**src/rtl/injector_pkg.sv**
```systemverilog
// Shared constants and helpers for the local injection path.
package injector_pkg;

    localparam int unsigned WIDTH_PORT       = 8;
    localparam int unsigned NUM_CHANNEL      = 5;
    localparam int unsigned DEPTH_INJ        = 4;
    localparam int unsigned STARVE_LIMIT_INJ = 15;

    // Index width that stays at least 1 bit for single-entry ranges.
    function automatic int unsigned idx_w(input int unsigned n);
        return (n > 1) ? $clog2(n) : 1;
    endfunction

endpackage

```
**src/rtl/injector_if.sv**
```systemverilog
// PE-side handshake and router-side injection signals of the injector.
interface injector_if
    import injector_pkg::*;
#(
    parameter int unsigned WIDTH  = WIDTH_PORT,
    parameter int unsigned NUM_CH = NUM_CHANNEL
);

    logic [WIDTH-1:0]  peFlit;
    logic              peValid;
    logic              peReady;
    logic [NUM_CH-1:0] freeVector;
    logic [WIDTH-1:0]  injFlit;
    logic [NUM_CH-1:0] injVector;

    modport master (
        output peFlit, peValid, freeVector,
        input  peReady, injFlit, injVector
    );

    modport slave (
        input  peFlit, peValid, freeVector,
        output peReady, injFlit, injVector
    );

endinterface

```
**src/rtl/injector_rr_pick.sv**
```systemverilog
// Round-robin pick of one free channel, scanning upward from rr_ptr with wrap.
module injector_rr_pick
    import injector_pkg::*;
#(
    parameter int unsigned NUM_CH = NUM_CHANNEL,
    parameter int unsigned CH_W   = idx_w(NUM_CHANNEL)
) (
    input  logic [NUM_CH-1:0] free_vec,
    input  logic [CH_W-1:0]   rr_ptr,
    output logic [NUM_CH-1:0] grant,
    output logic [CH_W-1:0]   grant_idx
);

    int unsigned      cand;
    logic [CH_W-1:0]  cand_idx;
    logic             found;

    always_comb begin
        grant     = '0;
        grant_idx = '0;
        found     = 1'b0;
        cand      = 0;
        cand_idx  = '0;
        for (int unsigned i = 0; i < NUM_CH; i++) begin
            cand = 32'(rr_ptr) + i;
            if (cand >= NUM_CH) begin
                cand = cand - NUM_CH;
            end
            cand_idx = CH_W'(cand);
            if (!found && free_vec[cand_idx]) begin
                found           = 1'b1;
                grant[cand_idx] = 1'b1;
                grant_idx       = cand_idx;
            end
        end
    end

endmodule

```
**src/rtl/injector.sv**
```systemverilog
// Local PE injection: small FIFO feeding one round-robin-chosen free router channel per cycle.
module injector
    import injector_pkg::*;
#(
    parameter int unsigned WIDTH        = WIDTH_PORT,
    parameter int unsigned NUM_CH       = NUM_CHANNEL,
    parameter int unsigned DEPTH        = DEPTH_INJ,
    parameter int unsigned STARVE_LIMIT = STARVE_LIMIT_INJ
) (
    input  logic                   clk,
    input  logic                   rst_n,
    injector_if.slave              bus,
    output logic                   starve,
    output logic [$clog2(DEPTH):0] occupancy
);

    localparam int unsigned PTR_W  = $clog2(DEPTH);
    localparam int unsigned OCC_W  = PTR_W + 1;
    localparam int unsigned CH_W   = idx_w(NUM_CH);
    localparam int unsigned WAIT_W = $clog2(STARVE_LIMIT + 1);

    logic [WIDTH-1:0]  mem_q [DEPTH];
    logic [WIDTH-1:0]  mem_d [DEPTH];
    logic [PTR_W-1:0]  wr_ptr_q, wr_ptr_d;
    logic [PTR_W-1:0]  rd_ptr_q, rd_ptr_d;
    logic [OCC_W-1:0]  occ_q, occ_d;
    logic [CH_W-1:0]   rr_ptr_q, rr_ptr_d;
    logic [WIDTH-1:0]  inj_flit_q, inj_flit_d;
    logic [NUM_CH-1:0] inj_vec_q, inj_vec_d;
    logic [WAIT_W-1:0] wait_q, wait_d;
    logic              starve_q, starve_d;

    logic              pe_ready;
    logic              push;
    logic              pop;
    logic [NUM_CH-1:0] grant;
    logic [CH_W-1:0]   grant_idx;

    injector_rr_pick #(
        .NUM_CH (NUM_CH),
        .CH_W   (CH_W)
    ) u_rr_pick (
        .free_vec  (bus.freeVector),
        .rr_ptr    (rr_ptr_q),
        .grant     (grant),
        .grant_idx (grant_idx)
    );

    // Ready depends on registered occupancy only; a same-cycle pop never frees a slot for a push.
    assign pe_ready = (occ_q != OCC_W'(DEPTH));
    assign push     = bus.peValid && pe_ready;
    assign pop      = (occ_q != '0) && (bus.freeVector != '0);

    always_comb begin
        mem_d      = mem_q;
        wr_ptr_d   = wr_ptr_q;
        rd_ptr_d   = rd_ptr_q;
        occ_d      = occ_q;
        rr_ptr_d   = rr_ptr_q;
        inj_flit_d = '0;
        inj_vec_d  = '0;
        wait_d     = wait_q;
        starve_d   = (wait_q == WAIT_W'(STARVE_LIMIT));

        if (push) begin
            mem_d[wr_ptr_q] = bus.peFlit;
            wr_ptr_d        = wr_ptr_q + 1'b1;
        end

        if (pop) begin
            inj_flit_d = mem_q[rd_ptr_q];
            inj_vec_d  = grant;
            rd_ptr_d   = rd_ptr_q + 1'b1;
            rr_ptr_d   = (grant_idx == CH_W'(NUM_CH - 1)) ? '0 : grant_idx + 1'b1;
        end

        unique case ({push, pop})
            2'b10:   occ_d = occ_q + 1'b1;
            2'b01:   occ_d = occ_q - 1'b1;
            default: occ_d = occ_q;
        endcase

        if (pop || (occ_q == '0)) begin
            wait_d = '0;
        end else if (wait_q != WAIT_W'(STARVE_LIMIT)) begin
            wait_d = wait_q + 1'b1;
        end
    end

    always_ff @(posedge clk or negedge rst_n) begin
        if (!rst_n) begin
            mem_q      <= '{default: '0};
            wr_ptr_q   <= '0;
            rd_ptr_q   <= '0;
            occ_q      <= '0;
            rr_ptr_q   <= '0;
            inj_flit_q <= '0;
            inj_vec_q  <= '0;
            wait_q     <= '0;
            starve_q   <= 1'b0;
        end else begin
            mem_q      <= mem_d;
            wr_ptr_q   <= wr_ptr_d;
            rd_ptr_q   <= rd_ptr_d;
            occ_q      <= occ_d;
            rr_ptr_q   <= rr_ptr_d;
            inj_flit_q <= inj_flit_d;
            inj_vec_q  <= inj_vec_d;
            wait_q     <= wait_d;
            starve_q   <= starve_d;
        end
    end

    assign bus.peReady   = pe_ready;
    assign bus.injFlit   = inj_flit_q;
    assign bus.injVector = inj_vec_q;
    assign starve        = starve_q;
    assign occupancy     = occ_q;

endmodule

```
**src/flat_wrapper.sv**
```systemverilog
// flat-port wrapper written by rule: the top's interface ports become plain ports
module injector_flat import injector_pkg::*;
#(
    parameter int unsigned WIDTH        = WIDTH_PORT,
    parameter int unsigned NUM_CH       = NUM_CHANNEL,
    parameter int unsigned DEPTH        = DEPTH_INJ,
    parameter int unsigned STARVE_LIMIT = STARVE_LIMIT_INJ
)
  (clk, rst_n, starve, occupancy, bus_peFlit, bus_peValid, bus_freeVector, bus_peReady, bus_injFlit, bus_injVector);
  injector_if #(.WIDTH(WIDTH), .NUM_CH(NUM_CH)) bus_i ();
  input  logic clk;
  input  logic rst_n;
  output logic starve;
  output logic [$clog2(DEPTH):0] occupancy;
  input wire logic [$bits(bus_i.peFlit)-1:0] bus_peFlit;
  input wire logic [$bits(bus_i.peValid)-1:0] bus_peValid;
  input wire logic [$bits(bus_i.freeVector)-1:0] bus_freeVector;
  output wire logic [$bits(bus_i.peReady)-1:0] bus_peReady;
  output wire logic [$bits(bus_i.injFlit)-1:0] bus_injFlit;
  output wire logic [$bits(bus_i.injVector)-1:0] bus_injVector;
  assign bus_i.peFlit = bus_peFlit;
  assign bus_i.peValid = bus_peValid;
  assign bus_i.freeVector = bus_freeVector;
  assign bus_peReady = bus_i.peReady;
  assign bus_injFlit = bus_i.injFlit;
  assign bus_injVector = bus_i.injVector;
  injector #(.WIDTH(WIDTH), .NUM_CH(NUM_CH), .DEPTH(DEPTH), .STARVE_LIMIT(STARVE_LIMIT)) u_core (.clk(clk), .rst_n(rst_n), .bus(bus_i), .starve(starve), .occupancy(occupancy));
endmodule
```
**config.mk**
```make
export PLATFORM = sky130hd
export DESIGN_NAME = injector_flat
export DESIGN_NICKNAME = d
export VERILOG_FILES = /design/src/rtl/injector_pkg.sv /design/src/rtl/injector_if.sv /design/src/rtl/injector_rr_pick.sv /design/src/rtl/injector.sv /design/src/flat_wrapper.sv
export SDC_FILE = /design/constraint.sdc
export NUM_CORES = 1
export LEC_CHECK = 0
export CORE_ASPECT_RATIO = 0.9
export CORE_MARGIN = 10
export CORE_UTILIZATION = 36
export CTS_CLUSTER_SIZE = 12
export DETAILED_ROUTE_END_ITERATION = 7
export HOLD_SLACK_MARGIN = 0.1
export PLACE_DENSITY = 0.64
export SYNTH_ARGS = -nofsm -noshare
export SYNTH_HDL_FRONTEND = slang
export SYNTH_SLANG_ARGS = --single-unit
```
**constraint.sdc**
```tcl
create_clock -name clk -period 12.68 [get_ports clk]
set_clock_uncertainty 0.15 [all_clocks]
set_input_delay 2.536 -clock clk [delete_from_list [all_inputs] [get_ports clk]]
set_output_delay 2.536 -clock clk [all_outputs]
set_load 0.02 [all_outputs]
```
## Word-level counts from Yosys, hierarchy flattened

Index checks and enable logic that the tools add are counted.

- Bitwise operators: 6
- Eq/ne operators: 6
- $add $sub $neg: 15
- Magnitude comparators: 18
- Muxes and demuxes: 51
- Reduce and logical (&&, ||, !) cells: 22

Operators with widths:

| cell | number |
|---|---|
| $mux W3 | 11 |
| $bwmux W32 | 1 |
| $mux W8 | 4 |
| $mux W5 | 6 |
| $lt A3 B4 Y1 const B | 5 |
| $or A5 B5 Y5 | 4 |
| $bmux W8 S2 | 1 |
| $demux W8 S2 | 1 |
| $ge A4 B3 Y1 const B | 4 |
| $bmux W1 S3 | 5 |
| $demux W1 S3 | 5 |
| $ge A3 B1 Y1 const B | 5 |
| $sub A3 B3 Y3 const B | 5 |
| $mux W1 | 14 |
| $logic_and A1 B1 Y1 | 12 |
| $ge A3 B3 Y1 const B | 3 |
| $add A3 B2 Y4 const B | 2 |
| $mux W4 | 2 |
| $add A3 B1 Y3 const B | 2 |
| $not A2 Y3 | 2 |
| $pmux W3 S2 | 1 |
| $reduce_bool A5 Y1 | 1 |
| $add A2 B1 Y2 const B | 2 |
| $add A3 B1 Y4 const B | 1 |
| other kinds (15) | 19 |

- Logic and storage cells: 130
- Flip-flop bits (word level): 60
- Output and inout bits: 18
- Input port bits: 16

## Depth between registers and ports, before layout

- Depth in word-level cells: 19
- Depth in mapped cells: 16
- Gate-level depth less buffers: 16

## Hierarchy

A second synthesis with hierarchy kept.

- Cell total of the unflattened synthesis: 384
- Area, all modules: 4047.6 sq um

Modules (own cells, without submodules):

| module | times used | cells an instance | seq. area each (sq um) | area an instance (sq um) |
|---|---|---|---|---|
| injector | 1 | 176 | 1501.4 | 2635.0 |
| injector_rr_pick | 1 | 208 | 0.0 | 1412.6 |

## Least setup slack after synthesis

OpenSTA, ideal clock, no wires.

- Kind: input port to flip-flop
- From: input bus_freeVector[1]
- To: register u_core.rr_ptr_q[2]
- Data arrival time: 5.182 ns
- Required time: 12.442 ns
- Stages on the path: 13
- Setup slack: 7.259 ns
- Path buffers: 1
- Library setup time: 0.088 ns
- Cell sequence: clkbuf_1 > nor3b_1 > o21ai_0 > or4b_1 > a21oi_2 > nor2_1 > mux2_1 > a31oi_1 > nand2b_4 > inv_1 > ha_1 > or4_1 > o211ai_1

- Word-level cells in the longest chain between the ends: 17
- Elaborated cells on any way between the ends: 32
- Those cells by class: add/sub (1); eq/ne (1); mux (20); reduce/logical (10)

RTL lines:

| what | line | source |
|---|---|---|
| start, declared | flat_wrapper.sv:17 | `input wire logic [$bits(bus_i.freeVector)-1:0] bus_freeVector;` |
| $bmux W1 S3 | injector_rr_pick.sv:30 | `if (!found && free_vec[cand_idx]) begin` |
| $mux W1 (not written as such) | injector_rr_pick.sv:30 |  |
| $mux W1 | injector_rr_pick.sv:30 |  |
| $logic_not A1 Y1 | injector_rr_pick.sv:30 |  |
| $logic_and A1 B1 Y1 | injector_rr_pick.sv:30 |  |
| $mux W1 | injector_rr_pick.sv:30 |  |
| $logic_not A1 Y1 | injector_rr_pick.sv:30 |  |
| $logic_and A1 B1 Y1 | injector_rr_pick.sv:30 |  |
| $mux W1 | injector_rr_pick.sv:30 |  |
| $logic_not A1 Y1 | injector_rr_pick.sv:30 |  |
| $logic_and A1 B1 Y1 | injector_rr_pick.sv:30 |  |
| $mux W1 | injector_rr_pick.sv:30 |  |
| $logic_not A1 Y1 | injector_rr_pick.sv:30 |  |
| $logic_and A1 B1 Y1 | injector_rr_pick.sv:30 |  |
| $mux W3 | injector_rr_pick.sv:30 |  |
| $add A3 B1 Y3 / $eq A3 B3 Y1 (equally long branches) | injector.sv:74 | `rr_ptr_d = (grant_idx == CH_W'(NUM_CH - 1)) ? '0 : grant_idx + 1'b1;` |
| $mux W3 | injector.sv:74 |  |
| end signal, assigned | injector.sv:106 | `rr_ptr_q <= rr_ptr_d;` |
| end, declared | injector.sv:27 | `logic [CH_W-1:0] rr_ptr_q, rr_ptr_d;` |

Parallel ways exist; a longest one is shown, timed or not. The select of a mux whose other input is x is not followed.
A chain may end at the register's enable or synchronous reset.

## Worst setup path after layout

Same ends and word-level chain as after synthesis.

==> run summary <==
largest net degree at the start of global routing: 61
Die ar.: 0.0153 mm^2
diode count: 0
layout cells sized above 1: 20.1%
Post CTS Setup Buffer Count: 0
vias in the first global route: 2910
Die Ht: 118 um
fmax: 170 MHz
Synth area leader: dfrtp_1
RSZ-0062 raised after global routing: no
routed length per placed instance: 17.3 um
Max-cap violations: 0
I/O pin total: 34
setup_tns: 0 ns
CTS clk-pin slew, worst paths: 0.05 ns
Max Root-Sink Buffers: 2
final worst-path cycle share: 46.3%
Final min period: 5.87 ns
CTS tree: done
Initial DRC Count: 196
Die X: 129 um
Final setup viols: 0
area delta synth->final: 18.8%
syn nets: 401
buffers added on ports: 33
CTS-repair resized insts: 0
clk_lat worst skew: 0.32 ns
simple-gate share of the synthesized area: 17.2%
Slew HR: 51.3%
CP arrival: 5.95 ns
dpl hpwl: 6760 um
drt pass-1 iters: 5
htree depth: 3
Tot GR Track Use: 12.0%
post-synthesis cell count: 367
Core Region: 0.0104 mm^2
global-route wire length before repair: 14900 um
Congestion Overflow GR: 0
residual DRC count: 0
routed wire length: 9210 um
Multi-input gate area: 0.00222 mm^2
synth top area cells: dfrtp_1, mux2_2, mux4_2
register area share after synthesis: 38.8%
Hold Path Class: reg -> reg
EDFF count, synth: 0
crit end category: register
Final ANT Viol Nets: 0
Top FF cell, synth: dfrtp_1
CTS Hold Buffers Added: 0
Fill cells: 962
final hold vios: 0
post-synth top area share: 38.8%
Startpoint Class: input port
site row count: 35
vias per cell: 5.56
total CTS buffers: 9
Syn. warnings: 0
CTS sink count: 60
initial antenna violation count: 0
RePlAce Congestion: 0.930
nets: 432
post-synthesis compound-gate area fraction: 13.4%
syn avg cell area: 10.5 um^2
initial core utilization: 37.3%
Slew Viols, Final: 0
DR vias: 2953
Worst Tran Pin Value: 0.730 ns
main combinational cell family by area after synthesis: multiplexers
#FFs+latches synth: 60
mux share of post-synthesis cell area: 18.4%
Mapped Area: 0.00387 mm^2
Synth Area in Adders: 6.21%
crit path max fanout: 10
CP required: 12.76 ns
ys async rst share: 100%
Post-Synth XOR/XNOR Area: 2.26%
Netlist cell types: 66
status: finished clean
Reg area: 0.00150 mm^2
CP Class: in -> reg
root buf cell: clkbuf_16
-- layout make-up --
class	count	area share [%]
multi-input cells	275	48.3
inverters	16	1.31
repair buffers	36	7.56
well taps	129	3.51
clock inverters	6	1.74
flip-flops and latches	60	32.7
clock buffers	9	4.90
-- path summary, 6_finish.rpt --
kind	start	end	slack [ns]	depth (start not counted)
min in group asynchronous	rst_n	u_core.mem_q[24]$_DFFE_PN0P_	2.21	2
max	bus_freeVector[1]	u_core.rr_ptr_q[2]$_DFFE_PN0P_	6.81	13
max in group asynchronous	rst_n	u_core.mem_q[23]$_DFFE_PN0P_	9.69	2
min reg2reg	u_core.mem_q[6]$_DFFE_PN0P_	u_core.mem_q[6]$_DFFE_PN0P_	0.35	1
max reg2reg	u_core.rr_ptr_q[0]$_DFFE_PN0P_	u_core.rr_ptr_q[2]$_DFFE_PN0P_	7.94	14
min	u_core.mem_q[6]$_DFFE_PN0P_	u_core.mem_q[6]$_DFFE_PN0P_	0.35	1
-- layout by cell type, fill, tap and decap left out, drive strengths merged, types with 3 or more instances in the layout --
master | synthesis | layout
dfrtp | 60 | 60
a31oi | 4 | 4
xor2 | 3 | 3
mux2i | 8 | 8
nand3 | 18 | 18
nand2b | 4 | 4
nand2 | 25 | 25
a2bb2oi | 3 | 3
o221ai | 3 | 3
nor3b | 4 | 4
nand4 | 3 | 3
mux4 | 10 | 10
or3 | 5 | 5
a21oi | 15 | 15
o211ai | 4 | 4
nor2 | 27 | 27
inv | 15 | 15
clkinv | 1 | 5
buf | 9 | 4
mux2 | 36 | 36
a21o | 3 | 3
clkbuf | 7 | 9
xnor2 | 7 | 7
a211oi | 5 | 5
clkdlybuf4s50 | 0 | 32
nor3 | 9 | 9
ha | 16 | 16
o21ai | 14 | 14
and2 | 6 | 6
nor2b | 11 | 11
-- synth_stat cells, types with 4 or more instances --
cell type,n
nor3b_1,4
nor2b_1,11
mux2i_1,8
nor3_1,9
nand2_1,24
buf_2,4
nand3_1,18
ha_1,16
inv_1,14
o211ai_1,4
xnor2_1,7
mux4_2,10
clkbuf_1,7
a31oi_1,4
dfrtp_1,60
or3_1,5
nor2_1,27
o21ai_0,13
a21oi_1,14
mux2_2,35
and2_1,6
-- kinds of logic (layout without fill, tap and decap cells) --
logic type / count (synthesis) / in the layout
and+or+nand+nor: 125 / 125
buffers and inverters: 32 / 67
AOI/OAI and AO/OA: 68 / 68
adders and majority gates: 18 / 18
xor gates and xnor gates: 10 / 10
muxes: 54 / 54
DFF: 60 / 60
-- flip-flops by register name, summed over array words and instances (netlist names), 2 cells and up --
signal                cells
u_core.mem_q             32
u_core.wr_ptr_q           2
u_core.occupancy          3
u_core.rr_ptr_q           3
u_core.rd_ptr_q           2
u_core.bus.injFlit        8
u_core.bus.injVector      5
u_core.wait_q             4
-- metrics by stage --
step	worst slack, ns	util (%)	hold slack, ns	area (um^2)	instances
global placement	6.61	41.4	0.332	4290	516
floorplan	7.26	-	0.324	3870	367
global route	6.58	44.3	0.358	4600	531
CTS	6.86	44.3	0.352	4600	531
detailed placement	6.55	41.4	0.339	4290	516
finish	6.81	44.3	0.350	4600	531
-- routing by layer --
| layer | global-route usage, % | part of all wire, % |
|---|---|---|
| met1 | 15.6 | 46 |
| met2 | 18.9 | 47 |
| met3 | 3.40 | 5.9 |
| met4 | 3.20 | 0.86 |
| met5 | 0 | 0 |
-- worst max-delay path, cell delays in order --
cell             delay, ns
clkdlybuf4s50_1       0.74
nor3b_1               0.12
o21ai_0               0.15
or4b_1                0.46
a21oi_2               0.23
nor2_1                0.15
mux2_1                0.33
a31oi_1               0.20
nand2b_4              0.17
inv_1                 0.04
ha_1                  0.19
or4_1                 0.52
o211ai_1              0.11
Power is not shown: default switching activity piles up to over one toggle a cycle in this logic, so the estimate is an artifact.
